`src/rtl/ram_arbiter.sv`:
```
// Arbiter sharing one single-ported data RAM between the load/store unit (m0) and the
// debug/boot loader (m1): round-robin grants, bounded lock, registered read return.

module ram_arbiter_rport #(
  parameter int DATA_W = 32
) (
  input  logic              clk,
  input  logic              rst_n,
  input  logic              i_cap,
  input  logic [DATA_W-1:0] i_data,
  output logic              o_rvalid,
  output logic [DATA_W-1:0] o_rdata
);
  logic              r_rvalid;
  logic [DATA_W-1:0] r_rdata;

  always_ff @(posedge clk or negedge rst_n) begin
    if (!rst_n) begin
      r_rvalid <= 1'b0;
      r_rdata  <= '0;
    end else begin
      r_rvalid <= i_cap;
      if (i_cap) r_rdata <= i_data;
    end
  end

  assign o_rvalid = r_rvalid;
  assign o_rdata  = r_rdata;
endmodule

module ram_arbiter #(
  parameter int ADDR_W   = 32,
  parameter int DATA_W   = 32,
  parameter int MAX_LOCK = 16
) (
  input  logic              clk,
  input  logic              rst_n,
  input  logic              m0_req_i,
  input  logic              m0_we_i,
  input  logic              m0_lock_i,
  input  logic [ADDR_W-1:0] m0_addr_i,
  input  logic [DATA_W-1:0] m0_wdata_i,
  input  logic              m1_req_i,
  input  logic              m1_we_i,
  input  logic              m1_lock_i,
  input  logic [ADDR_W-1:0] m1_addr_i,
  input  logic [DATA_W-1:0] m1_wdata_i,
  output logic              m0_gnt_o,
  output logic              m0_rvalid_o,
  output logic [DATA_W-1:0] m0_rdata_o,
  output logic              m1_gnt_o,
  output logic              m1_rvalid_o,
  output logic [DATA_W-1:0] m1_rdata_o,
  output logic              ram_wr_en_o,
  output logic [ADDR_W-1:0] ram_addr_o,
  output logic [DATA_W-1:0] ram_data_o,
  input  logic [DATA_W-1:0] ram_data_i
);
  localparam int CNT_W = $clog2(MAX_LOCK) + 1;

  typedef enum logic {ARB, LOCKED} state_t;

  state_t           r_state, w_state_nxt;
  logic             r_last, r_owner, w_owner_nxt;
  logic [CNT_W-1:0] r_lock_cnt, w_lock_cnt_nxt;

  logic [1:0]             w_req, w_we, w_lock, w_gnt, w_rvalid;
  logic [1:0][ADDR_W-1:0] w_addr;
  logic [1:0][DATA_W-1:0] w_wdata, w_rdata;
  logic                   w_any, w_sel, w_force;

  assign w_req   = {m1_req_i, m0_req_i};
  assign w_we    = {m1_we_i, m0_we_i};
  assign w_lock  = {m1_lock_i, m0_lock_i};
  assign w_addr  = {m1_addr_i, m0_addr_i};
  assign w_wdata = {m1_wdata_i, m0_wdata_i};

  // Grant select; reset low suppresses every grant so no RAM write can slip through.
  always_comb begin
    w_any   = 1'b0;
    w_sel   = 1'b0;
    w_force = 1'b0;
    if (rst_n) begin
      if (r_state == LOCKED && w_req[r_owner]) begin
        w_any   = 1'b1;
        w_force = (r_lock_cnt >= CNT_W'(MAX_LOCK)) && w_req[~r_owner];
        w_sel   = w_force ? ~r_owner : r_owner;
      end else if (w_req == 2'b11) begin
        w_any = 1'b1;
        w_sel = ~r_last;
      end else if (|w_req) begin
        w_any = 1'b1;
        w_sel = w_req[1];
      end
    end
  end

  assign w_gnt       = {w_any & w_sel, w_any & ~w_sel};
  assign m0_gnt_o    = w_gnt[0];
  assign m1_gnt_o    = w_gnt[1];
  assign ram_wr_en_o = w_any & w_we[w_sel];
  assign ram_addr_o  = w_any ? w_addr[w_sel]  : '0;
  assign ram_data_o  = w_any ? w_wdata[w_sel] : '0;

  // The lock counter only advances while the other master is actually being held off.
  always_comb begin
    w_state_nxt    = ARB;
    w_owner_nxt    = r_owner;
    w_lock_cnt_nxt = '0;
    if (w_any && w_lock[w_sel] && !w_force) begin
      w_state_nxt = LOCKED;
      w_owner_nxt = w_sel;
      if (r_state == LOCKED && r_owner == w_sel)
        w_lock_cnt_nxt = r_lock_cnt + CNT_W'(w_req[~w_sel]);
      else
        w_lock_cnt_nxt = CNT_W'(1);
    end
  end

  always_ff @(posedge clk or negedge rst_n) begin
    if (!rst_n) begin
      r_state    <= ARB;
      r_owner    <= 1'b0;
      r_last     <= 1'b1;
      r_lock_cnt <= '0;
    end else begin
      r_state    <= w_state_nxt;
      r_owner    <= w_owner_nxt;
      r_lock_cnt <= w_lock_cnt_nxt;
      if (w_any) r_last <= w_sel;
    end
  end

  for (genvar g = 0; g < 2; g++) begin : g_rport
    ram_arbiter_rport #(.DATA_W(DATA_W)) u_rport (
      .clk      (clk),
      .rst_n    (rst_n),
      .i_cap    (w_gnt[g] & ~w_we[g]),
      .i_data   (ram_data_i),
      .o_rvalid (w_rvalid[g]),
      .o_rdata  (w_rdata[g])
    );
  end

  assign m0_rvalid_o = w_rvalid[0];
  assign m0_rdata_o  = w_rdata[0];
  assign m1_rvalid_o = w_rvalid[1];
  assign m1_rdata_o  = w_rdata[1];
endmodule

```
`config.mk`:
```
export PLATFORM = sky130hd
export DESIGN_NAME = ram_arbiter
export DESIGN_NICKNAME = d
export VERILOG_FILES = /design/src/rtl/ram_arbiter.sv
export SDC_FILE = /design/constraint.sdc
export NUM_CORES = 1
export LEC_CHECK = 0
export ABC_AREA = 0
export CORE_AREA = 2 2 118 120
export DETAILED_ROUTE_END_ITERATION = 10
export DIE_AREA = 0 0 120 122
export GPL_ROUTABILITY_DRIVEN = 1
export HOLD_SLACK_MARGIN = 0.05
export PLACE_DENSITY = 0.72
export SYNTH_ARGS = -nofsm -noshare
export SYNTH_HDL_FRONTEND = slang
export SYNTH_HIERARCHICAL = 1
export SYNTH_SLANG_ARGS = --single-unit
export TNS_END_PERCENT = 10
```
`constraint.sdc`:
```
create_clock -name clk -period 2.3 [get_ports clk]
set_input_delay 0.46 -clock clk [delete_from_list [all_inputs] [get_ports clk]]
set_output_delay 0.46 -clock clk [all_outputs]
set_load 0.02 [all_outputs]
```
; ---- Yosys cells after proc, flatten, opt, wreduce, memory -nomap -nowiden
; Index checks and enable logic that the tools add are counted.
[op_classes]
n_reduce_logical = 7
muxes = 30
div = 0
n_shift = 0
bitwise = 10
magnitude_cmp = 5
addsub = 1
mul = 0
n_eq_ne = 2
[ops]
columns = cell, n
row1 = $mux W32, 6
row2 = $mux W1, 22
row3 = $mux W5, 2
row4 = $lt A1 B2 Y1 const B, 4
row5 = $add A5 B1 Y5, 1
row6 = $and A1 B1 Y1, 5
row7 = $ge A5 B5 Y1 const B, 1
row8 = $logic_and A1 B1 Y1, 5
row9 = $not A1 Y1, 5
row10 = $eq A2 B2 Y1 const B, 1
row11 = $reduce_or A2 Y1, 1
row12 = $eq A1 B1 Y1, 1
row13 = $logic_not A1 Y1, 1
[word_totals]
output_inout_bits = 133
ramBits = 0
elab_cells = 63
romBits = 0
memories = 0
inputBits = 168
ff_bits = 74
latchBits = 0

; ---- Logic depth before layout (Yosys ltp)
; Gate-level depths: netlist of the first run.
[logic_depth]
ltp_word = 13
depth_mapped = 9
depth_no_buf = 8

; ---- Hierarchy
; The synthesis of the first run kept the hierarchy.
[by_module_without_submodules]
columns = module, n_inst, cells_per_inst, area_each_um2, seq_area_each_um2
row1 = ram_arbiter_rport, 2, 69, 1370.1, 825.8
row2 = ram_arbiter, 1, 135, 1191.1, 201.4

; ---- Least setup slack after synthesis of the first run
; Ideal clock, no wire load.
[synth_timing]
path_type = input port to flip-flop
from = input m1_req_i
to = register g_rport[0].u_rport.r_rdata[0]
slack_ns = -0.002
stages = 9
arrival_ns = 2.177
setup_time_ns = 0.125
required_time_ns = 2.175
path_buffers = 4
cell_sequence = buf_2 -> a21boi_1 -> o221ai_1 -> nor2_2 -> buf_2 -> nor3_1 -> buf_6 -> buf_12 -> mux2_4
[synth_between]
elab_chain_len = 9
elab_cells_between_ends = 20
cone_classes = eq/ne: 1 / mux: 13 / bitwise: 3 / reduce/logical: 3
[synth_rtl]
columns = element, line
row1 = "start, declared", 43  ; input logic m1_req_i,
row2 = $mux W1 (implied by the code) (2 in a row), 86  ; w_force = (r_lock_cnt >= CNT_W'(MAX_LOCK)) && w_req[~r_owner];
row3 = $logic_and A1 B1 Y1, 86
row4 = $mux W1, 87  ; w_sel = w_force ? ~r_owner : r_owner;
row5 = $mux W1, 84  ; if (r_state == LOCKED && w_req[r_owner]) begin
row6 = $mux W1, 83  ; if (rst_n) begin
row7 = $not A1 Y1, 98  ; assign w_gnt = {w_any & w_sel, w_any & ~w_sel};
row8 = $and A1 B1 Y1 (*), 98
row9 = $and A1 B1 Y1 (*), 138  ; .i_cap (w_gnt[g] & ~w_we[g]),
row10 = "end signal, assigned", 23  ; if (i_cap) r_rdata <= i_data;
row11 = "end, declared", 15  ; logic [DATA_W-1:0] r_rdata;
; Mark *: on every way between the ends. The rest lies on a longest branch, timed or not. The select of a mux whose other input is x is not followed.
; A chain may end at the register's enable or synchronous reset.

; ---- Worst setup path in the final report of the first run
[layout_timing]
from = register r_owner
to = output ram_addr_o[2]
[layout_between]
elab_chain_len = 9
elab_cells_between_ends = 15
cone_classes = mux: 12 / bitwise: 1 / reduce/logical: 2
[layout_rtl]
columns = element, line
row1 = "start, declared", 64  ; logic r_last, r_owner, w_owner_nxt;
row2 = "start signal, assigned", 128  ; r_owner <= w_owner_nxt;
row3 = $mux W1 (implied by the code) (2 in a row), 86
row4 = $logic_and A1 B1 Y1, 86
row5 = $mux W1, 87
row6 = $mux W1, 84
row7 = $mux W1, 83
row8 = $mux W32 (implied by the code) (2 in a row), 102  ; assign ram_addr_o = w_any ? w_addr[w_sel] : '0;
row9 = $mux W32 (*), 102
row10 = "end, declared", 55  ; output logic [ADDR_W-1:0] ram_addr_o,
; Marks and branches as above.

==> results of run 1 <==
==> per-stage QoR <==
step	hold slack [ns]	cell area [µm²]	utilization, %
after floorplan	0.164	3940	-
after global placement	0.385	7300	54.1
after detailed placement	0.393	7300	54.1
after CTS	0.0630	7890	58.4
after global routing	0.0823	7980	59.1
final	0.0911	7990	59.2
==> area by class of cell <==
class	instances	area share, %
Inverter	1	0.0470
Antenna cell	4	0.125
Timing Repair Buffer	348	46.1
Sequential cell	74	23.2
Multi-Input combinational cell	174	24.2
Clock inverter	3	0.501
Clock buffer	13	3.01
Tap cell	180	2.82
==> layer usage <==
metal / track usage [%] / share of wire [%] / vias up
li1: - / - / 1727
met1: 23.4 / 36 / 1876
met2: 38.5 / 51 / 193
met3: 8.47 / 9.7 / 33
met4: 8.97 / 3.0 / 6
met5: 0 / 0.25 / -
==> report_power, final <==
part	internal, W	switching, W	leakage (nW)
Sequential	0.00163	0.000204	0.890
Combinational	0.00167	0.00119	2.50
Clock	0.000838	0.000502	0.138
==> kinds of logic (layout without fill, tap and decap cells) <==
family / count (synthesis) / in the layout
xor+xnor: 3 / 3
buf+inv: 25 / 365
other cells: 0 / 4
fa+ha+maj: 2 / 2
compound gates: 85 / 85
simple gates: 20 / 20
mux: 64 / 64
flops: 74 / 74
==> cells in the final DEF (no fill, tap or decap), types with 2 or more instances in the layout <==
cell type and n:
clkdlybuf4s50_1 230, a22o_1 63, clkbuf_1 4, diode_2 4, o21a_1 3, xnor2_1 2, buf_4 41, mux2_2 4
dfrtp_1 73, nor2_1 2, buf_12 14, nand2_1 5, a22o_4 3, a21oi_1 4, buf_2 3, ha_1 2
nand3_1 4, nand4_1 2, mux2_4 60, buf_16 5, clkinv_2 2, buf_6 51, clkbuf_16 9
==> state kept, by name, indices dropped and copies added (netlist names) <==
register / count
r_state: 1
g_rport.u_rport/o_rvalid: 2
r_lock_cnt: 5
r_owner: 1
r_last: 1
g_rport.u_rport/o_rdata: 64
==> repair_timing <==
item                       CTS  global route
gates resized for setup    377            11
hold buffers                 0             0
gates cloned                 5             0
setup endpoints to repair   99            67
pin swaps                   12            12
buffers inserted             7             3
==> worst paths after layout <==
kind,cells past startpoint,slack (ns),startpoint,to
min in group clk,1,0.51,g_rport[0].u_rport/o_rdata[29],g_rport[0].u_rport/o_rdata[29]
max,9,-0.28,r_owner,ram_addr_o[2]
max reg2reg,7,0.22,r_lock_cnt[4],g_rport[0].u_rport/o_rdata[31]
min reg2reg,1,0.51,g_rport[0].u_rport/o_rdata[29],g_rport[0].u_rport/o_rdata[29]
max in group asynchronous,3,1.16,rst_n,g_rport[1].u_rport/o_rdata[0]
min,2,0.09,rst_n,g_rport[0].u_rport/o_rvalid
==> metrics.md, run 1 <==
| Metric | Value |
|---|---|
| Status | `finished with violations` |
| Failing checks | `negative setup slack` |
| Final std cells w/o fill | `797` |
| First-pass GRT wire length | `24100 µm` |
| FF/Latch Area | `0.00185 mm²` |
| IO Port Bufs | `300` |
| CP bufs+invs | `5` |
| Mapped cell area | `0.00393 mm²` |
| GP Congestion | `0.865` |
| Die height | `122 µm` |
| # Max-Cap Violations | `0` |
| Ys async rst share | `100%` |
| Core Region | `0.0135 mm²` |
| Post-Place Setup Slack | `-0.864 ns` |
| Placed cells | `762` |
| H-tree Lvls | `3` |
| Via count | `3835` |
| # IOs | `301` |
| Die area | `0.0146 mm²` |
| Final setup fails | `67` |
| Floorplan row count | `43` |
| Number of global-route vias before repair | `4077` |
| PwrDens | `756 mW/mm²` |
| Initial DRC count | `182` |
| Worst hold path type | `input pin to async pin` |
| TNS Setup | `-13.51 ns` |
| Pin count of the biggest net entering global routing | `74` |
| Grt total ovfl | `0` |
| All-Layer GR Usage | `21.8%` |
| CTS sink count | `74` |
| Top FF cell, synth | `dfrtp_1` |
| Synth area leaders | `dfrtp_1, mux2_4, a22o_1` |
| Cells along the critical path | `buf_6, nor2b_4, o221a_4, a21oi_4, buf_12, buf_12, buf_16, a22o_4, buf_6` |
| Min Tclk post-route | `2.58 ns` |
| Gate Count Post-Synth | `273` |
| Clk_skew | `0.00650 ns` |
| CTS Buf Count | `9` |
| Detail Placement HPWL | `12500 µm` |
| XOR/XNOR share of the synthesized area | `0.668%` |
| Syn avg cell area | `14.4 µm²` |
| WP data arrival | `2.12 ns` |
| Synth cell types | `35` |
| Top delay family on crit path | `buffers and inverters` |
| CP max stage cell | `dfrtp_1` |
| Setup crit start kind | `register` |
| VDD IR-drop max | `0.323 mV` |
| Post-synth net total | `443` |
| Drt first pass iters | `4` |
| Synth Area in Simple Gates | `2.55%` |
| Compound-cell area share of the yosys netlist | `18.3%` |
| Post-synth top area cell | `dfrtp_1` |
| Proportion of synthesized area in mux cells | `24.1%` |
| Commonest cells in the netlist | `dfrtp_1, a22o_1, mux2_4` |
| Die X | `120 µm` |
| Largest family of logic cells by synthesized area | `multiplexers` |
| Antenna violations before repair | `6` |
| Synth warnings | `6` |
| Leakage | `3.53 nW` |
| Max Clk Rate | `388 MHz` |
| Cell with the most instances after synthesis | `dfrtp_1` |
| Post-Route WL | `16800 µm` |
| Post-synth EDFFs | `0` |
| WP data required | `1.84 ns` |
| Area of the multi-input gates | `0.00193 mm²` |
| Endpoint class of the critical path | `output port` |
| Final ANT Viol Nets | `0` |
| Fin. Hold Viols | `0` |
| Worst-Margin Slew | `0.914 ns` |
| Post-Synth Adder-Cell Area | `0.637%` |
| Wire per inst | `21.0 µm` |
| Vias per cell | `4.81` |
| Reg clk slew, reported paths | `0.06 ns` |
| Share of layout cells above drive strength 1 | `34.1%` |
| Slew headroom | `39.0%` |
| CTS tree | `done` |
| Clk_lat worst skew | `0.33 ns` |
| Crit-path max FO | `16` |
| Filler cells | `1112` |
| Flops & latches, synth | `74` |
| Synthesis-to-layout area growth | `103%` |
| CP Class | `register to output port` |
| CP peak stage delay | `0.43 ns` |
| Final nets | `778` |
| Final Max Tran Viols | `0` |
| Final period util | `112%` |
| Post-route setup slack | `-0.280 ns` |
| DRC viols | `0` |
| Clock buffer depth | `2` |
| Initial core utilization | `29.1%` |
| Register area share after synthesis | `47.1%` |
| Unrepaired setup endpoints after global routing | `true` |
| Final Power | `0.00604 W` |
| Top-area cell type share of the netlist area | `46.5%` |
| Root Buffer | `clkbuf_16` |
Note: power is estimated with default switching activity, not from simulation.
==> inputs of run 2 (changes only) <==
--- a/config.mk
+++ b/config.mk
@@ -6,12 +6,12 @@
 export NUM_CORES = 1
 export LEC_CHECK = 0
 export ABC_AREA = 0
-export CORE_AREA = 2 2 118 120
+export CORE_AREA = 4 4 115 117
 export DETAILED_ROUTE_END_ITERATION = 10
-export DIE_AREA = 0 0 120 122
+export DIE_AREA = 0 0 119 121
+export DONT_BUFFER_PORTS = 1
 export GPL_ROUTABILITY_DRIVEN = 1
 export HOLD_SLACK_MARGIN = 0.05
-export PLACE_DENSITY = 0.72
 export SYNTH_ARGS = -nofsm -noshare
 export SYNTH_HDL_FRONTEND = slang
 export SYNTH_HIERARCHICAL = 1
==> run 2 against run 1 <==
Compared with the run above:
- the run still ends with negative setup slack left
- core utilization is 14 points lower
- die area is 1.6% lower
- final area is 30% lower
- highest routed layer is now met4
- critical path depth is 3 lower
- register-to-register slack worse by 0.10 ns
- via count is 28% lower
- clock skew is 0.0011 ns lower
- final cell count is 40% lower
==> metrics.md, run 2 (same netlist as run 1, synthesis figures left out) <==
| Metric | Value |
|---|---|
| Met2 usage | `39.4%` |
| TNS Setup | `-7.01 ns` |
| Final setup fails | `63` |
| Grt peak-use layer | `met2` |
| Share of layout cells above drive strength 1 | `63.9%` |
| Clock buffer depth | `2` |
| Slew headroom | `59.4%` |
| Failing checks | `negative setup slack` |
| # Max-Cap Violations | `0` |
| Final ANT Viol Nets | `0` |
| Number of global-route vias before repair | `2985` |
| Most frequent cells in the layout | `dfrtp_1, a22o_4, mux2_4` |
| CTS tree | `done` |
| Pin count of the biggest net entering global routing | `75` |
| CP peak stage delay | `0.53 ns` |
| PwrDens | `929 mW/mm²` |
| CTS Buf Count | `9` |
| Clk_skew | `0.00539 ns` |
| M3 GR Usage | `12.1%` |
| WP data arrival | `1.97 ns` |
| VDD IR-drop max | `0.349 mV` |
| Synthesis-to-layout area growth | `42.2%` |
| Detail Placement HPWL | `11400 µm` |
| Via count | `2779` |
| Post-Route WL | `16600 µm` |
| Ant. Diodes | `0` |
| CTS sink count | `74` |
| Final std cells w/o fill | `482` |
| Floorplan row count | `41` |
| M1 GR Usage | `21.0%` |
| Unrepaired setup endpoints after global routing | `true` |
| Status | `finished with violations` |
| CP Class | `register to output port` |
| Worst-Margin Slew | `0.602 ns` |
| Vias per cell | `5.77` |
| Wire per inst | `34.4 µm` |
| GP Congestion | `0.941` |
| Worst hold path type | `input pin to register` |
| Max FFs per register | `64` |
| Core Region | `0.0124 mm²` |
| CP bufs+invs | `2` |
| Hold Path Origin | `ram_data_i[18]` |
| WP data required | `1.84 ns` |
| Most common cell after layout, fill and taps aside | `dfrtp_1` |
| Setup crit start kind | `register` |
| Grt total ovfl | `0` |
| Final nets | `475` |
| Drt first pass iters | `4` |
| Max Clk Rate | `411 MHz` |
| Final Max Tran Viols | `0` |
| Leakage | `2.53 nW` |
| R2R Path Start | `r_last` |
| Post-route setup slack | `-0.132 ns` |
| Antenna violations before repair | `0` |
| CP startpoint | `r_last` |
| Clk_lat worst skew | `0.33 ns` |
| IO Port Bufs | `0` |
| Final period util | `106%` |
| First-pass GRT wire length | `22600 µm` |
| Fin. Hold Viols | `0` |
| H-tree Lvls | `3` |
| Die X | `119 µm` |
| Placed cells | `437` |
| Endpoint class of the critical path | `output port` |
| CP max stage cell | `dfstp_2` |
| Initial DRC count | `152` |
| Die area | `0.0144 mm²` |
| Reg clk slew, reported paths | `0.06 ns` |
| Min Tclk post-route | `2.43 ns` |
| Root Buffer | `clkbuf_16` |
| All-Layer GR Usage | `21.7%` |
| # IOs | `301` |
| Die height | `121 µm` |
| DRC viols | `0` |
| Initial core utilization | `31.8%` |
| Crit-path max FO | `11` |
| Top delay family on crit path | `compound AO/OA/AOI/OAI gates` |
| Cells along the critical path | `a21boi_2, o221a_2, a21oi_4, buf_4, clkbuf_16, a22o_4` |
## run 2: cell count changes in the layout (fill, tap and decap cells not counted), sizes merged
cell,change
dlygate4sd2,-1
clkdlybuf4s15,-1
clkbuf,+2
diode,-4
clkdlybuf4s50,-230
clkinv,+1
buf,-75
dlygate4sd3,+1
bufinv,+1
bufbuf,-1
## run 2: routing by layer
metal	up-vias	routed length, µm
li1	1122	-
met2	195	8750
met3	24	2080
met5	-	0
met4	0	506
met1	1438	5260
## run 2: path summary, 6_finish.rpt
check                                            endpoint  slack, ns  depth (start not counted)
min reg2reg                                        r_last       0.52                          2
min in group asynchronous  g_rport[1].u_rport/o_rdata[22]       0.69                          2
min                        g_rport[1].u_rport/o_rdata[18]       0.27                          1
max                                        ram_addr_o[18]      -0.13                          6
max in group asynchronous  g_rport[1].u_rport/o_rdata[13]       1.29                          2
max reg2reg                g_rport[0].u_rport/o_rdata[31]       0.12                          8
## run 2: worst reg2reg max path, delay by kind of cell, from the launching register on
family | cells | cell delay [ns]
DFF | 1 | 0.53
buffers and inverters | 3 | 0.53
AOI/OAI and AO/OA | 2 | 0.30
and+or+nand+nor | 2 | 0.36
muxes | 1 | 0.36
## run 2: area by class of cell
cell class | instances | area, µm²
fillers | 1043 | 6770
multi-input cells | 174 | 2420
flip-flops and latches | 74 | 1860
repair buffers | 45 | 786
clock buffers | 11 | 233
well taps | 172 | 215
clock inverters | 5 | 78.8
inverters | 1 | 3.75
## run 2: timing repair
action | in CTS | in global routing
setup buffers | 12 | 2
hold buffers | 2 | 0
pin swaps | 67 | 4
resized for setup | 131 | 8
hold endpoints to repair | 74 | 0
cloned | 9 | 4
setup endpoints to repair | 65 | 84
## run 2: power by group
part           switching (W)  internal (W)
clock               0.000515      0.000948
sequential          0.000672       0.00163
combinational       0.000576      0.000851
## run 2: per-stage QoR
step | total power, W | util [%] | worst slack, ns | hold WS [ns] | cell area, µm²
floorplan | 0.00312 | - | 0.0641 | 0.164 | 3940
global placement | 0.00331 | 33.7 | 0.104 | 0.166 | 4160
detailed placement | 0.00334 | 33.7 | 0.0532 | 0.166 | 4160
CTS | 0.00518 | 43.9 | -0.127 | 0.256 | 5430
global route | 0.00539 | 45.2 | -0.205 | 0.254 | 5590
finish | 0.00519 | 45.2 | -0.132 | 0.270 | 5590
